===== config.mk =====
export PLATFORM = sky130hd
export DESIGN_NAME = cp_insert_sched
export DESIGN_NICKNAME = d
export VERILOG_FILES = /design/src/rtl/cp_pkg.sv /design/src/rtl/cp_wr_ctrl.sv /design/src/rtl/cp_insert_sched.sv
export SDC_FILE = /design/constraint.sdc
export NUM_CORES = 1
export LEC_CHECK = 0
export BUFFER_PORTS_ARGS = -buffer_cell sky130_fd_sc_hd__buf_4
export CAP_MARGIN = 20
export CORE_AREA = 2 2 50 52
export CTS_BUF_LIST = sky130_fd_sc_hd__clkbuf_4 sky130_fd_sc_hd__clkbuf_8
export CTS_CLUSTER_SIZE = 14
export DETAILED_ROUTE_END_ITERATION = 8
export DIE_AREA = 0 0 52 54
export PLACE_DENSITY = 0.77
export RECOVER_POWER = 50
export SYNTH_ARGS = -nofsm -noshare
export SYNTH_HDL_FRONTEND = slang
export SYNTH_SLANG_ARGS = --single-unit

===== constraint.sdc =====
create_clock -name clk_i -period 2.4 [get_ports clk_i]
set_input_delay 0.24 -clock clk_i [delete_from_list [all_inputs] [get_ports clk_i]]
set_output_delay 0.24 -clock clk_i [all_outputs]
set_load 0.1 [all_outputs]

===== src/rtl/cp_pkg.sv =====
// Shared cyclic-prefix package: default framing geometry and read-sequencer state encoding.
// Reused by both the CP-insert and CP-delete sides of the OFDM path.
package cp_pkg;

  localparam int unsigned N_FFT  = 64;
  localparam int unsigned CP_LEN = 16;
  localparam int unsigned ADDR_W = 6;

  typedef enum logic [1:0] {
    StIdle = 2'd0,
    StCp   = 2'd1,
    StBody = 2'd2
  } rd_state_e;

endpackage


===== src/rtl/cp_wr_ctrl.sv =====
// Write side of the ping-pong sample RAM: bank/count addressing, full-flag set requests,
// upstream ready and sticky overflow.
module cp_wr_ctrl
  import cp_pkg::*;
#(
  parameter int unsigned NFft  = N_FFT,
  parameter int unsigned AddrW = ADDR_W
) (
  input  logic             clk_i,
  input  logic             rst_i,
  input  logic             ack_i,
  input  logic [1:0]       full_i,
  output logic             stb_o,
  output logic             we_o,
  output logic [AddrW:0]   waddr_o,
  output logic [1:0]       set_o,
  output logic             ovf_o
);

  localparam logic [AddrW-1:0] WLast = AddrW'(NFft - 1);

  logic             wbank_q, wbank_d;
  logic [AddrW-1:0] wcnt_q, wcnt_d;
  logic             ovf_q, ovf_d;

  always_comb begin
    stb_o   = ~full_i[wbank_q];
    we_o    = ack_i & stb_o;
    wbank_d = wbank_q;
    wcnt_d  = wcnt_q;
    set_o   = 2'b00;
    // Samples offered while the write bank is full are dropped, not stalled.
    ovf_d   = ovf_q | (ack_i & ~stb_o);
    if (we_o) begin
      wcnt_d = wcnt_q + 1'b1;
      if (wcnt_q == WLast) begin
        set_o[wbank_q] = 1'b1;
        wbank_d        = ~wbank_q;
      end
    end
  end

  always_ff @(posedge clk_i) begin
    if (rst_i) begin
      wbank_q <= 1'b0;
      wcnt_q  <= '0;
      ovf_q   <= 1'b0;
    end else begin
      wbank_q <= wbank_d;
      wcnt_q  <= wcnt_d;
      ovf_q   <= ovf_d;
    end
  end

  assign waddr_o = {wbank_q, wcnt_q};
  assign ovf_o   = ovf_q;

endmodule


===== src/rtl/cp_insert_sched.sv =====
// Cyclic-prefix insertion sequencer: replays each full bank as the symbol tail followed by
// the whole symbol, owning only addressing, bank ownership and framing flags.
module cp_insert_sched
  import cp_pkg::*;
#(
  parameter int unsigned NFft  = N_FFT,
  parameter int unsigned CpLen = CP_LEN,
  parameter int unsigned AddrW = ADDR_W
) (
  input  logic           clk_i,
  input  logic           rst_i,
  input  logic           ack_i,
  output logic           stb_o,
  input  logic           rdy_i,
  output logic           we_o,
  output logic [AddrW:0] waddr_o,
  output logic           re_o,
  output logic [AddrW:0] raddr_o,
  output logic           ack_o,
  output logic           cp_o,
  output logic           sof_o,
  output logic           ovf_o
);

  localparam logic [AddrW-1:0] RStart = AddrW'(NFft - CpLen);
  localparam logic [AddrW-1:0] RLast  = AddrW'(NFft - 1);

  logic [1:0]       full_q, full_d, full_set, full_clr;
  rd_state_e        state_q, state_d;
  logic             rbank_q, rbank_d;
  logic [AddrW-1:0] rcnt_q, rcnt_d;
  logic             ack_q, cp_q, sof_q;
  logic             in_cp;

  cp_wr_ctrl #(
    .NFft  (NFft),
    .AddrW (AddrW)
  ) u_wr_ctrl (
    .clk_i   (clk_i),
    .rst_i   (rst_i),
    .ack_i   (ack_i),
    .full_i  (full_q),
    .stb_o   (stb_o),
    .we_o    (we_o),
    .waddr_o (waddr_o),
    .set_o   (full_set),
    .ovf_o   (ovf_o)
  );

  assign re_o    = (state_q != StIdle) & rdy_i;
  assign raddr_o = {rbank_q, rcnt_q};
  assign in_cp   = (state_q == StCp);

  always_comb begin
    state_d  = state_q;
    rbank_d  = rbank_q;
    rcnt_d   = rcnt_q;
    full_clr = 2'b00;
    unique case (state_q)
      StIdle: begin
        if (full_q[rbank_q]) begin
          state_d = StCp;
          rcnt_d  = RStart;
        end
      end
      StCp: begin
        if (re_o) begin
          rcnt_d = rcnt_q + 1'b1;
          if (rcnt_q == RLast) begin
            state_d = StBody;
          end
        end
      end
      StBody: begin
        if (re_o) begin
          rcnt_d = rcnt_q + 1'b1;
          if (rcnt_q == RLast) begin
            full_clr[rbank_q] = 1'b1;
            rbank_d           = ~rbank_q;
            // Chain straight into the next prefix when the other bank is ready.
            if (full_q[~rbank_q]) begin
              state_d = StCp;
              rcnt_d  = RStart;
            end else begin
              state_d = StIdle;
            end
          end
        end
      end
      default: state_d = StIdle;
    endcase
    // Set and clear always target different banks, so both can apply in one cycle.
    full_d = (full_q | full_set) & ~full_clr;
  end

  always_ff @(posedge clk_i) begin
    if (rst_i) begin
      state_q <= StIdle;
      rbank_q <= 1'b0;
      rcnt_q  <= '0;
      full_q  <= 2'b00;
      ack_q   <= 1'b0;
      cp_q    <= 1'b0;
      sof_q   <= 1'b0;
    end else begin
      state_q <= state_d;
      rbank_q <= rbank_d;
      rcnt_q  <= rcnt_d;
      full_q  <= full_d;
      ack_q   <= re_o;
      cp_q    <= re_o & in_cp;
      sof_q   <= re_o & in_cp & (rcnt_q == RStart);
    end
  end

  assign ack_o = ack_q;
  assign cp_o  = cp_q;
  assign sof_o = sof_q;

endmodule


==> results.ini, run 1 <==
[sta]
skew_ns=0.0132
period_needed_ns=1.94
setup_viol=0
setup_slack_ns=0.464
timing.slew.headroom_pct=22.1
timing.hold.ws_ns=0.228
rsz0062_at_grt=no
drv_slew=0
tightest_slew_ns=1.17
fin_setup_tns_ns=0
hold_viol=0
max_freq_mhz=516
period_share_pct=80.7

[clocking]
cts_buffers=3
cts_setup_buffers=0
insertion_delay_ns=0.32
cts.clk_slew.worst_paths_ns=0.13
cts.sinks=22
hold_buffers=0
clockRootBuffer=clkbuf_4
cts_tree=built
cts.path.max_buffers=2
cts_resized=0
htree_levels=1

[detailed_routing]
route.detailed.drc=0
met3WireLength_um=114
routed_wl_um=2330
dr.pass1.iters=4
wl_met2_um=1100
wire_per_inst_um=12.7
wl_met1_um=1080
highest_layer=met4
ant_nets=0
vias_per_cell=5.55
first_iter_violations=36
dr_total_vias=1022

[power_and_ir_drop]
ir_drop_v=0.000391
internal_power_uw=603
leakage_uw=0.000511
p_clk_share_pct=32.0
power_density_mw_per_mm2=657
switching_share_pct=32.9
power_frac_seq_pct=44.2
power_frac_comb_pct=23.8
p_sw_uw=295

[grt]
grt_pass1_wl_um=3860
grtUsageTotal_pct=18.2
overflow=0
grt_max_degree=24
grt_pass1_vias=899
antenna_found_initial=0

[place]
port_buffers=24
gp_congestion=0.853
dp_hpwl_um=1720
pre_cts_ws_ns=0.539
placed_cells_incl_taps=180

[final_layout]
final_core_utilization_pct=59.0
nFillCells=218
finalNetCount=166
antennaDiodeCount=0
finalNonFillerCells=184
area_growth_pct=14.8
drive_above_1_share_pct=13.0

[yosys]
synth_ff_type=dfxtp_1
synth_nets=142
synth_seq_area_share_pct=37.0
netlist_area_sq_mm=0.00119
syn_avg_cell_area_sq_um=9.09
syn_inst=131
synth_seq_cells=22
synth_edf_count=0
synth-async-reset-ratio_pct=0
yosysWarningCount=0
ys_types=39

[worst_setup_path]
worst-path-buf-inv=2
critPathCaptureType=primary output
r2r_cells=7
start_kind=flip-flop
required_ns=2.16
crit_path_cell_trace=mux2i_4 > nand2_1 > inv_1 > buf_4
cp.depth=4
critPathMaxFanout=8
cpPeakStageDelay_ns=0.47
cp_top_family=flip-flops
path_class=flip-flop to primary output
crit_arrival_ns=1.70
crit_path_top_delay_cell=dfxtp_1

[job]
maxCapViolations=0

[die]
die_w_um=52
core_sq_mm=0.00232
die-area_sq_mm=0.00281
pin_count=25
die_h_um=54
initial_core_util_pct=51.3
row_count=18

[run_status]
status=completed

[min_path]
holdPathStages=3
hold_path.class=input pin to flip-flop

==> sequential cells by signal, summed over array words and instances, names as in the netlist <==
name	cells
rcnt_q	6
u_wr_ctrl.ovf_o	1
state_q	2
sof_o	1
u_wr_ctrl.wbank_q	1
cp_o	1
full_q	2
u_wr_ctrl.wcnt_q	6
ack_o	1
rbank_q	1
==> power groups by stage <==
stage | Sequential [uW] | Clock [uW] | Combinational [uW]
4_1_cts | 397 | 292 | 220
2_1_floorplan | 477 | 0 | 104
5_1_grt | 400 | 305 | 229
6_report | 397 | 287 | 214
3_3_place_gp | 404 | 0 | 217
3_5_place_dp | 405 | 0 | 219
==> cell families after synthesis <==
| family | share of synthesized area [%] |
|---|---|
| simple gates | 24.1 |
| compound gates | 17.3 |
| flops | 37.0 |
| buf+inv | 6.30 |
| fa+ha+maj | 7.35 |
| xor+xnor | 4.41 |
| mux | 3.57 |
==> layout make-up <==
cell class              count  area (sq um)  share of cell area [%]
clock inverters             1          30.0                    2.20
inverters                   9          33.8                    2.47
well taps                  30          37.5                    2.74
multi-input cells          94           676                    49.4
repair buffers             25           128                    9.33
flip-flops and latches     22           440                    32.2
clock buffers               3          22.5                    1.65
==> layer usage <==
metal	vias to the layer above	GRT usage, %
li1	512	-
met1	475	21.9
met2	29	32.1
met3	6	2.78
met4	0	7.89
met5	-	0
==> cells in the mapped netlist, types with 2 or more instances <==
cell type | n | share of area, %
nand2b_1 | 2 | 1.1
and2_1 | 4 | 2.1
clkbuf_1 | 2 | 0.63
xor2_1 | 6 | 4.4
a32o_1 | 2 | 1.7
o21ai_0 | 3 | 1.3
o21a_1 | 4 | 2.5
ha_1 | 7 | 7.4
nor2_1 | 14 | 4.4
nor3_1 | 5 | 2.1
o211ai_1 | 2 | 1.3
a311oi_1 | 2 | 1.5
o32ai_1 | 3 | 2.2
nand2_1 | 7 | 2.2
nand3_1 | 6 | 2.5
dfxtp_1 | 22 | 37
nand4_1 | 2 | 1.1
mux2i_1 | 2 | 1.7
buf_4 | 3 | 1.9
and3_1 | 3 | 1.6
a21oi_1 | 3 | 1.3
inv_1 | 9 | 2.8
a31o_2 | 2 | 1.5
==> path summary, 6_finish.rpt <==
check	startpoint	end	slack, ns
worst max-delay path	u_wr_ctrl.wbank_q	we_o	0.46
worst min-delay path	ack_i	u_wr_ctrl.wcnt_q[1]	0.23
worst max register to register	state_q[0]	state_q[0]	0.51
worst min register to register	u_wr_ctrl.ovf_o	u_wr_ctrl.ovf_o	0.46
==> placed cells by master, fill, tap and decap left out, types with 2 or more instances in the layout <==
cell type	instances
dfxtp_1	22
clkbuf_1	16
nor2_1	14
inv_1	9
buf_4	9
nand2_1	7
ha_1	7
nand3_1	6
xor2_1	6
nor3_1	5
o21a_1	4
and2_1	3
o21ai_0	3
a21oi_1	3
and3_1	3
o32ai_1	3
clkbuf_4	3
nand2b_1	2
mux2i_1	2
o211ai_1	2
a311oi_1	2
a32o_1	2
a31o_2	2
nand4_1	2
==> stage by stage <==
stage | power [uW] | area (sq um)
after floorplan | 581 | 1190
after global placement | 621 | 1380
after detailed placement | 624 | 1380
after CTS | 909 | 1430
after global routing | 934 | 1370
final | 898 | 1370
==> worst reg2reg max path, stage by stage (launching register included) <==
cell and delay (ns):
dfxtp_1 0.38, inv_1 0.09, ha_1 0.26, or2_1 0.29, a221oi_2 0.23, buf_4 0.21, or2b_1 0.24, o32ai_1 0.11
No activity file was read; power rests on OpenSTA's default activity.
==> run 2: changes to the inputs <==
- CORE_AREA: 2 2 50 52 -> 2 2 52 54
- DIE_AREA: 0 0 52 54 -> 0 0 54 56
- PLACE_DENSITY: 0.77 -> 0.75
- clock period: 2.4 -> 1.6 ns (I/O delays scaled with it)
==> results.ini, run 2 (synthesis results as in run 1) <==
[grt]
antenna_found_initial=0  ; unchanged
overflow=0  ; unchanged
grt_max_degree=24  ; unchanged
gr-usage-met3_pct=5.11  ; was 2.78%
grtUsageTotal_pct=20.4  ; was 18.2%
gr-usage-met1_pct=26.0  ; was 21.9%
grt_pass1_wl_um=4690  ; was 3860 um
grt_pass1_vias=1008  ; was 899
top_usage_layer=met2  ; unchanged
use_met2_pct=34.7  ; was 32.1%

[clocking]
htree_levels=1  ; unchanged
insertion_delay_ns=0.31  ; was 0.32 ns
cts.path.max_buffers=2  ; unchanged
cts.sinks=22  ; unchanged
clockRootBuffer=clkbuf_4  ; unchanged
cts_tree=built  ; unchanged
cts_buffers=3  ; unchanged
cts.clk_slew.worst_paths_ns=0.13  ; about the same

[worst_setup_path]
cpPeakStageDelay_ns=0.40  ; was 0.47 ns
r2r_cells=7  ; unchanged
critPathCaptureType=flip-flop  ; was primary output
start_kind=flip-flop  ; unchanged
required_ns=1.82  ; was 2.16 ns
crit_path_top_delay_cell=dfxtp_4  ; was dfxtp_1
crit_path_cell_trace=inv_4 > ha_4 > or2_4 > a221oi_4 > buf_4 > o32ai_1 > a32o_1  ; was mux2i_4 > nand2_1 > inv_1 > buf_4
crit_arrival_ns=1.96  ; was 1.70 ns
critPathMaxFanout=4  ; was 8
path_class=flip-flop to flip-flop  ; was flip-flop to primary output

[die]
core_sq_mm=0.00243  ; was 0.00232 sq mm
initial_core_util_pct=49.0  ; was 51.3%
row_count=18  ; unchanged
die_h_um=56  ; was 54 um
die-area_sq_mm=0.00302  ; was 0.00281 sq mm
pin_count=25  ; unchanged
die_w_um=54  ; was 52 um

[final_layout]
area_growth_pct=48.0  ; was 14.8%
finalNetCount=186  ; was 166
multi_input_area_sq_um=813  ; was 676 sq um
design_area_sq_mm=0.00176  ; was 0.00137 sq mm
final_cell_mix=buf_4 (26), nor2_1 (13), clkbuf_2 (12)  ; was dfxtp_1 (22), clkbuf_1 (16), nor2_1 (14)
final_common_cell=buf_4  ; was dfxtp_1
drive_above_1_share_pct=49.4  ; was 13.0%
seq_area_sq_um=475  ; was 440 sq um
nFillCells=188  ; was 218
finalNonFillerCells=204  ; was 184
reg_top3=rcnt_q (6), u_wr_ctrl.wcnt_q (6)  ; unchanged
antennaDiodeCount=0  ; unchanged

[detailed_routing]
first_iter_violations=25  ; was 36
route.detailed.drc=0  ; unchanged
routed_wl_um=3070  ; was 2330 um
dr.pass1.iters=4  ; unchanged
dr_total_vias=1137  ; was 1022
wire_per_inst_um=15.0  ; was 12.7 um
vias_per_cell=5.57  ; was 5.55
ant_nets=0  ; unchanged

[run_status]
status=finished with violations  ; was completed
violations=negative setup slack

[sta]
period_share_pct=108
timing.slew.headroom_pct=63.1  ; was 22.1%
max_freq_mhz=577
fin_setup_tns_ns=-0.903  ; was 0 ns
timing.hold.ws_ns=0.175  ; was 0.228 ns
rsz0062_at_grt=yes  ; was no
drv_slew=0  ; unchanged
setup_slack_ns=-0.134  ; was 0.464 ns
setup_viol=11  ; was 0
hold_viol=0  ; unchanged
skew_ns=0.0152  ; was 0.0132 ns
period_needed_ns=1.73
tightest_slew_ns=0.555  ; was 1.17 ns

[power_and_ir_drop]
ir_drop_v=0.000705  ; was 0.000391 V
power_density_mw_per_mm2=773  ; was 657 mW/mm^2
leakage_uw=0.000703  ; was 0.000511 uW

[min_path]
holdPathStages=3  ; unchanged
hold_path.class=input pin to flip-flop  ; unchanged

[place]
pre_cts_ws_ns=-0.142  ; was 0.539 ns
dp_hpwl_um=2080  ; was 1720 um
port_buffers=24  ; unchanged
post_dp_cell_area_sq_mm=0.00162  ; was 0.00138 sq mm
placed_cells_incl_taps=191  ; was 180
gp_congestion=0.797  ; was 0.853

[job]
maxCapViolations=0  ; unchanged

## run 2: changes by cell type in the layout (fill, tap and decap cells not counted), sizes merged
cell      delta
bufinv       -1
clkinvlp     +2
buf         +24
inv          -2
clkbuf       -3
## run 2: power breakdown
group	internal [uW]	total, uW	switching [uW]
clock	114	279	165
combinational	192	484	292
sequential	567	599	32.6
total	873	1360	489
## run 2: critical path: cells and delay by family, from the launching register on
| family | cells | cell delay (ns) |
|---|---|---|
| AO/OA/AOI/OAI | 3 | 0.60 |
| buffers and inverters | 2 | 0.24 |
| adder cells (fa/ha/maj) | 1 | 0.15 |
| flip-flops | 1 | 0.40 |
| AND/OR/NAND/NOR | 1 | 0.25 |
## run 2: layer usage
metal	share of wire, %	routed length [um]	up-vias
met1	44	1340	551
met5	0	0	-
met2	52	1590	25
met3	3.8	118	4
met4	0.52	16	0
li1	-	-	557
## run 2: stage by stage
stage / power, uW / util (%)
2_1_floorplan: 917 / -
3_3_place_gp: 1010 / 66.6
3_5_place_dp: 1020 / 66.6
4_1_cts: 1360 / 72.3
5_1_grt: 1420 / 72.5
6_report: 1360 / 72.5
## run 2: cell type report
type | instances | share of cell area, %
multi-input cells | 94 | 46.1
flip-flops and latches | 22 | 27.0
repair buffers | 45 | 20.4
inverters | 9 | 2.63
well taps | 30 | 2.13
clock buffers | 4 | 1.70
## run 2: timing repair
item                                    in CTS  in global routing
endpoints found under the setup margin      11                 13
setup buffers                                6                  3
pin swaps                                    5                  2
gates resized for setup                     12                  3
hold buffers                                 0                  0
## run 2: path summary, 6_finish.rpt
kind / startpoint / endpoint / slack (ns)
max: state_q[1] / rcnt_q[2] / -0.13
min: ack_i / u_wr_ctrl.wcnt_q[1] / 0.17
max reg2reg: state_q[1] / rcnt_q[2] / -0.13
min reg2reg: u_wr_ctrl.ovf_o / u_wr_ctrl.ovf_o / 0.47
